## src/rtl/vga_mem_arbiter.sv

```systemverilog
`default_nettype none
// ============================================================================
// vga_mem_arbiter: VGA-priority state-RAM arbiter with buffered game writes.
// Rev 1.0
// ============================================================================
module vga_mem_arbiter #(
  parameter int AW         = 10,
  parameter int DW         = 8,
  parameter int DEPTH      = 4,
  parameter int STARVE_MAX = 800
) (
  input  logic                       clk,
  input  logic                       reset,
  input  logic                       vga_re,
  input  logic [AW-1:0]              vga_raddr,
  output logic [DW-1:0]              vga_rdata,
  output logic                       vga_rvalid,
  input  logic                       wr_valid,
  output logic                       wr_ready,
  input  logic [AW-1:0]              wr_addr,
  input  logic [DW-1:0]              wr_data,
  output logic                       mem_en,
  output logic                       mem_we,
  output logic [AW-1:0]              mem_addr,
  output logic [DW-1:0]              mem_wdata,
  input  logic [DW-1:0]              mem_rdata,
  output logic [$clog2(DEPTH):0]     fifo_count,
  output logic                       starve_err
);

  localparam int PW = $clog2(DEPTH);
  localparam int CW = PW + 1;
  localparam int SW = $clog2(STARVE_MAX + 1);
  localparam logic [CW-1:0] FULL = CW'(DEPTH);
  localparam logic [SW-1:0] SMAX = SW'(STARVE_MAX);

  logic [AW-1:0] addr_mem_q [DEPTH];
  logic [DW-1:0] data_mem_q [DEPTH];
  logic [PW-1:0] wptr_q, wptr_d;
  logic [PW-1:0] rptr_q, rptr_d;
  logic [CW-1:0] count_q, count_d;
  logic          rvalid_q, rvalid_d;
  logic [SW-1:0] starve_cnt_q, starve_cnt_d;
  logic          starve_err_q, starve_err_d;

  logic fifo_empty;
  logic push;
  logic pop;

  always_comb begin
    fifo_empty = (count_q == '0);
    wr_ready   = !reset && (count_q != FULL);
    push       = wr_valid && wr_ready;
    pop        = !reset && !vga_re && !fifo_empty;

    mem_en     = !reset && (vga_re || !fifo_empty);
    mem_we     = pop;
    // Outside VGA reads the address bus parks on the FIFO head.
    mem_addr   = vga_re ? vga_raddr : addr_mem_q[rptr_q];
    mem_wdata  = data_mem_q[rptr_q];

    wptr_d = push ? wptr_q + PW'(1) : wptr_q;
    rptr_d = pop  ? rptr_q + PW'(1) : rptr_q;

    count_d = count_q;
    case ({push, pop})
      2'b10:   count_d = count_q + CW'(1);
      2'b01:   count_d = count_q - CW'(1);
      default: count_d = count_q;
    endcase

    rvalid_d = vga_re;

    if (vga_re && !fifo_empty) begin
      starve_cnt_d = (starve_cnt_q == SMAX) ? starve_cnt_q : starve_cnt_q + SW'(1);
    end else begin
      starve_cnt_d = '0;
    end
    starve_err_d = starve_err_q || (starve_cnt_d == SMAX);
  end

  always_ff @(posedge clk) begin
    if (reset) begin
      wptr_q       <= '0;
      rptr_q       <= '0;
      count_q      <= '0;
      rvalid_q     <= 1'b0;
      starve_cnt_q <= '0;
      starve_err_q <= 1'b0;
    end else begin
      wptr_q       <= wptr_d;
      rptr_q       <= rptr_d;
      count_q      <= count_d;
      rvalid_q     <= rvalid_d;
      starve_cnt_q <= starve_cnt_d;
      starve_err_q <= starve_err_d;
    end
  end

  // Storage needs no reset; occupancy alone defines valid entries.
  always_ff @(posedge clk) begin
    if (push) begin
      addr_mem_q[wptr_q] <= wr_addr;
      data_mem_q[wptr_q] <= wr_data;
    end
  end

  assign vga_rdata  = mem_rdata;
  assign vga_rvalid = rvalid_q;
  assign fifo_count = count_q;
  assign starve_err = starve_err_q;

endmodule
`default_nettype wire

```

## config.mk

```make
export PLATFORM = sky130hd
export DESIGN_NAME = vga_mem_arbiter
export DESIGN_NICKNAME = d
export VERILOG_FILES = /design/src/rtl/vga_mem_arbiter.sv
export SDC_FILE = /design/constraint.sdc
export NUM_CORES = 1
export LEC_CHECK = 0
export CAP_MARGIN = 20
export CELL_PAD_IN_SITES_DETAIL_PLACEMENT = 2
export CELL_PAD_IN_SITES_GLOBAL_PLACEMENT = 2
export CORE_ASPECT_RATIO = 1.2
export CORE_MARGIN = 2
export CORE_UTILIZATION = 36
export CTS_CLUSTER_DIAMETER = 80
export DETAILED_ROUTE_END_ITERATION = 10
export PLACE_DENSITY_LB_ADDON = 0.1
export SLEW_MARGIN = 20
export SYNTH_ARGS = -nofsm -noshare
export SYNTH_HDL_FRONTEND = slang
export SYNTH_SLANG_ARGS = --single-unit
```

## constraint.sdc

```tcl
create_clock -name clk -period 2.25 [get_ports clk]
set_input_delay 0.45 -clock clk [delete_from_list [all_inputs] [get_ports clk]]
set_output_delay 0.45 -clock clk [all_outputs]
set_load 0.01 [all_outputs]
```

* Word-level counts from Yosys, hierarchy flattened *
Memory sizes are Yosys's and may differ from the RTL's. A register that Yosys moved wholly into a read port is not among the register bits.
Index checks and enable logic that the tools add are counted.

word-level totals
  register bits = 19
  RAM bits = 72
  input port bits = 40
  output and inout port bits = 34
  logic and storage cells = 41
  memories kept = 2

memories
  memory      words  width  rd ports  clocked after Yosys merged registers in  wr ports  RTL line  RTL
  addr_mem_q  4      10     1         1                                        1         37        logic [AW-1:0] addr_mem_q [DEPTH];
  data_mem_q  4      8      1         1                                        1         38        logic [DW-1:0] data_mem_q [DEPTH];

operators by class
  add/subtract/negate cells = 5
  equality and inequality tests = 5
  mux-type cells = 10
  reductions and logical operators = 13

operators by type and width
  kind                                                                 number
  10-bit two-way mux                                                   3
  10-bit == test (second input constant)                               2
  10-bit by 1-bit adder with 10-bit output (second input constant)     1
  2-bit two-way mux                                                    4
  1-bit logical AND                                                    6
  3-bit one-hot mux with 2 select lines                                1
  2-bit by 1-bit adder with 2-bit output (second input constant)       2
  3-bit by 1-bit adder with 3-bit output (second input constant)       1
  1-bit logical NOT                                                    3
  3-bit logical NOT                                                    1
  3-bit inequality test (second input constant)                        1
  3-bit by 1-bit subtractor with 3-bit output (second input constant)  1
  2-bit by 1-bit == test with 1-bit output (second input constant)     1
  2-bit == test (second input constant)                                1
  1-bit logical OR                                                     2
  1-bit two-way mux                                                    2
  2-bit nonzero test                                                   1

* Depth between registers and ports, before layout *
  depth in word-level cells = 6
  depth in mapped cells = 10
  gate-level depth less buffers = 10

* Worst setup path before layout *
Ideal clock, no wire load.

  path type = register to register
  start = register count_q[0], in the netlist fifo_count[0]
  end = register count_q[2], in the netlist fifo_count[2]
  setup time = 0.071 ns
  arrival = 2.242 ns
  required time = 2.179 ns
  setup slack = -0.063 ns
  cell stages (with the launch flop) = 9
  path buffers = 0
  period minus slack after synthesis = 2.313 ns
  cells stage by stage = dfxtp_1 > nor3_1 > nor3_1 > ha_1 > inv_1 > fa_1 > xor2_1 > or3_1 > a21oi_1

between the ends
  word-level cells in the longest chain between the ends = 5
  elaborated cells between the ends (all ways) = 12
  those cells by class = add/sub (2); eq/ne (3); mux (1); reduce/logical (6)

RTL lines
  item                                                                                RTL line  RTL
  start: declaration                                                                  41        logic [CW-1:0] count_q, count_d;
  start signal: assignment                                                            93        count_q <= count_d;
  3-bit logical NOT (*)                                                               51        fifo_empty = (count_q == '0);
  1-bit logical NOT (*)                                                               54        pop = !reset && !vga_re && !fifo_empty;
  1-bit logical AND (*)                                                               54
  named net mem_we                                                                    23        output logic mem_we,
  2-bit by 1-bit == test with 1-bit output / 2-bit == test (equally long branches)    66        case ({push, pop})
  3-bit one-hot mux with 2 select lines / 2-bit nonzero test (equally long branches)  -

The timed path passes the listed nets; every way through them passes the cells marked *.
A chain may end at the register's enable or synchronous reset.

* Final worst setup path *
  start = input vga_re
  end = output mem_en

between the ends
  word-level cells in the longest chain between the ends = 2

RTL lines
  item                RTL line  RTL
  start: declaration  14        input logic vga_re,
  1-bit logical OR    56        mem_en = !reset && (vga_re || !fifo_empty);
  1-bit logical AND   56
  end: declaration    22        output logic mem_en,

Every way passes these cells.

==> results.sh <==
export IMPL_first_iter_violations=110
export IMPL_htree_levels=3
export IMPL_num_vias=2327
export IMPL_rsz0062_at_grt="false"
export IMPL_power_leakage_nw=1.76
export IMPL_final_util_pct=47.9
export IMPL_place_congestion=0.754
export IMPL_fin_cells=462
export IMPL_p_per_area_nw_per_um2=742
export IMPL_min_from="starve_err"
export IMPL_endpoint_kind="primary output"
export IMPL_dr_max_layer_used="met4"
export IMPL_ys_seq_area_share_pct=66.2
export IMPL_placed_area_um2=4770
export IMPL_setup_viol_count_final=0
export IMPL_cts_buffers=9
export IMPL_start_util_pct=36.9
export IMPL_rrSetupSlack_ns=0.13
export IMPL_tns_ns=0
export IMPL_grt_pass1_vias=2686
export IMPL_synth_cells=260
export IMPL_core_rowCount=41
export IMPL_grt_pass1_wl_um=14400
export IMPL_crit_fanout=12
export IMPL_tritoncts="yes"
export IMPL_clk_latency_ns=0.33
export IMPL_cts_hold_buf=0
export IMPL_slew_headroom_pct=74.7
export IMPL_synth_seq_cells=93
export IMPL_syn_area_um2=3900
export IMPL_period_share_pct=95.7
export IMPL_num_fill_cells=996
export IMPL_crit_path_end="mem_en"
export IMPL_reg2reg_to="fifo_count[2]"
export IMPL_fin_area_um2=5060
export IMPL_final_net_count=376
export IMPL_grt_overflow=0
export IMPL_ant_nets=0
export IMPL_ys_types=41
export IMPL_dr_wl_met2_um=4670
export IMPL_coreArea_um2=10600
export IMPL_clock_skew_final_ns=0.00533
export IMPL_synth_common_cells="edfxtp_1, nand2_1, dfxtp_1, mux4_2, nor2_1"
export IMPL_fmax_ghz=0.464
export IMPL_dieHeight_um=118
export IMPL_grt_util_all_layers_pct=16.3
export IMPL_clock_root_buffer="clkbuf_16"
export IMPL_required_ns=1.80
export IMPL_fin_total_pwr_mw=3.76
export IMPL_met3_length_um=290
export IMPL_synth_nets=308
export IMPL_clock_sinks=93
export IMPL_pre_cts_slack_ns=-0.447
export IMPL_avgSynthCellArea_um2=15.0
export IMPL_async_flop_share_pct=0
export IMPL_layout_min_cycle_time_ns=2.15
export IMPL_cp_data_arrival_time_ns=1.70
export IMPL_r2r_start="fifo_count[1]"
export IMPL_synth_largest_area_cell="edfxtp_1"
export IMPL_yosysMostFrequentCell="edfxtp_1"
export IMPL_seq_area_um2=2590
export IMPL_crit_start="vga_re"
export IMPL_startpoint_type="input pin"
export IMPL_dp_cells=445
export IMPL_worst_pin_slew_ns=0.380
export IMPL_multi_input_area_um2=1190
export IMPL_ys_flop_type="edfxtp_1"
export IMPL_drc=0
export IMPL_reg2reg_depth=10
export IMPL_cts_buffer_depth=2
export IMPL_path_class="in -> out"
export IMPL_yosys_area_top_type_share_pct=55.4
export IMPL_port_buffers=57
export IMPL_dieArea_um2=11700
export IMPL_slew_violations=0
export IMPL_vdd_ir_drop_max_mv=0.522
export IMPL_routed_wl_um=8830
export IMPL_clkTransAtPathRegs_ns=0.06
export IMPL_wl_met1_um=3700
export IMPL_diodes=0
export IMPL_synth_edf_count=72
export IMPL_worst_slack_ns=0.0962
export IMPL_io_pins=74
export IMPL_syn_to_final_growth_pct=29.7
export IMPL_grt_max_degree=19
export IMPL_die_width_um=99.1
export IMPL_status="finished, final reports clean"
export IMPL_hold_path_class="reg -> reg"
export IMPL_drive_gt1_share_pct=23.7
export IMPL_maxCapViolCount=0
export IMPL_antenna_found_initial=0
export IMPL_dpl_hpwl_um=5970
export IMPL_dr_pass1_iters=4
export IMPL_vias_per_cell=5.04
export IMPL_yosys_warnings=0
export IMPL_synthTopCellsByArea="edfxtp_1, dfxtp_1, mux4_2"
export IMPL_hold_violations=0
export IMPL_holdWs_ns=0.478
export IMPL_wl_per_cell_um=19.1
==> kinds of logic (layout without fill, tap and decap cells) <==
| group | after synthesis | count (layout) | share of synthesized area [%] |
|---|---|---|---|
| AO/OA/AOI/OAI | 16 | 16 | 3.24 |
| buffers and inverters | 31 | 104 | 4.04 |
| adder cells (fa/ha/maj) | 8 | 8 | 2.76 |
| AND/OR/NAND/NOR | 77 | 77 | 9.26 |
| XOR/XNOR | 16 | 16 | 3.59 |
| multiplexers | 19 | 19 | 11.0 |
| flip-flops | 93 | 93 | 66.2 |
==> registers in the layout (all words and copies together), names as in the netlist, named ones only <==
name / count
addr_mem_q: 40
fifo_count: 3
starve_cnt_q: 10
rptr_q: 2
wptr_q: 2
data_mem_q: 32
vga_rvalid: 1
starve_err: 1
==> layer usage <==
metal  GRT usage (%)  vias up
met1            19.5     1187
met4            7.11        0
met3            2.97       13
li1                -     1081
met2            28.6       46
met5               0        -
==> final cells by class <==
class | instances | area share [%]
Multi-Input combinational cell | 136 | 23.4
Clock buffer | 10 | 4.52
Clock inverter | 6 | 0.766
Tap cell | 129 | 3.19
Inverter | 10 | 0.741
Sequential cell | 93 | 51.1
Timing Repair Buffer | 78 | 16.2
==> cell usage in the layout, fill, tap and decap left out, drive strengths merged, types with 2 or more instances in the layout <==
master / instances
xnor2: 6
nand2: 34
buf: 32
inv: 11
clkdlybuf4s15: 6
nor3b: 2
mux4: 18
clkdlybuf4s50: 36
nand4: 2
and3: 5
nand3: 4
clkbuf: 11
dfxtp: 21
dlygate4sd2: 2
nand2b: 2
nor3: 2
and2: 2
clkinv: 4
edfxtp: 72
ha: 7
nor2: 18
xor2: 10
a21oi: 5
==> worst max-delay path, stage by stage <==
cell	delay, ns
dlygate4sd2_1	0.31
inv_1	0.10
buf_12	0.16
a21oi_1	0.13
clkdlybuf4s50_1	0.55
==> worst min-delay path by stage <==
| stage | cells past startpoint | to | slack (ns) |
|---|---|---|---|
| after floorplan | 2 | flop | 0.48 |
| after global placement | 2 | starve_err | 0.47 |
| after detailed placement | 2 | starve_err | 0.47 |
| after CTS | 2 | starve_err | 0.48 |
| after global routing | 2 | starve_err | 0.51 |
| final | 2 | starve_err | 0.48 |
==> where the power goes <==
part / switching [mW] / internal [mW]
registers: 0.0271 / 1.91
clock network: 0.623 / 0.747
logic: 0.206 / 0.252
total: 0.856 / 2.90
==> what timing repair did <==
item | 4_1_cts | 5_1_grt
gates cloned | 1 | 0
pin swaps | 0 | 1
setup endpoints to repair | 22 | 19
gates resized for setup | 69 | 15
buffers inserted | 2 | 0
(Power assumes the default switching activity.)
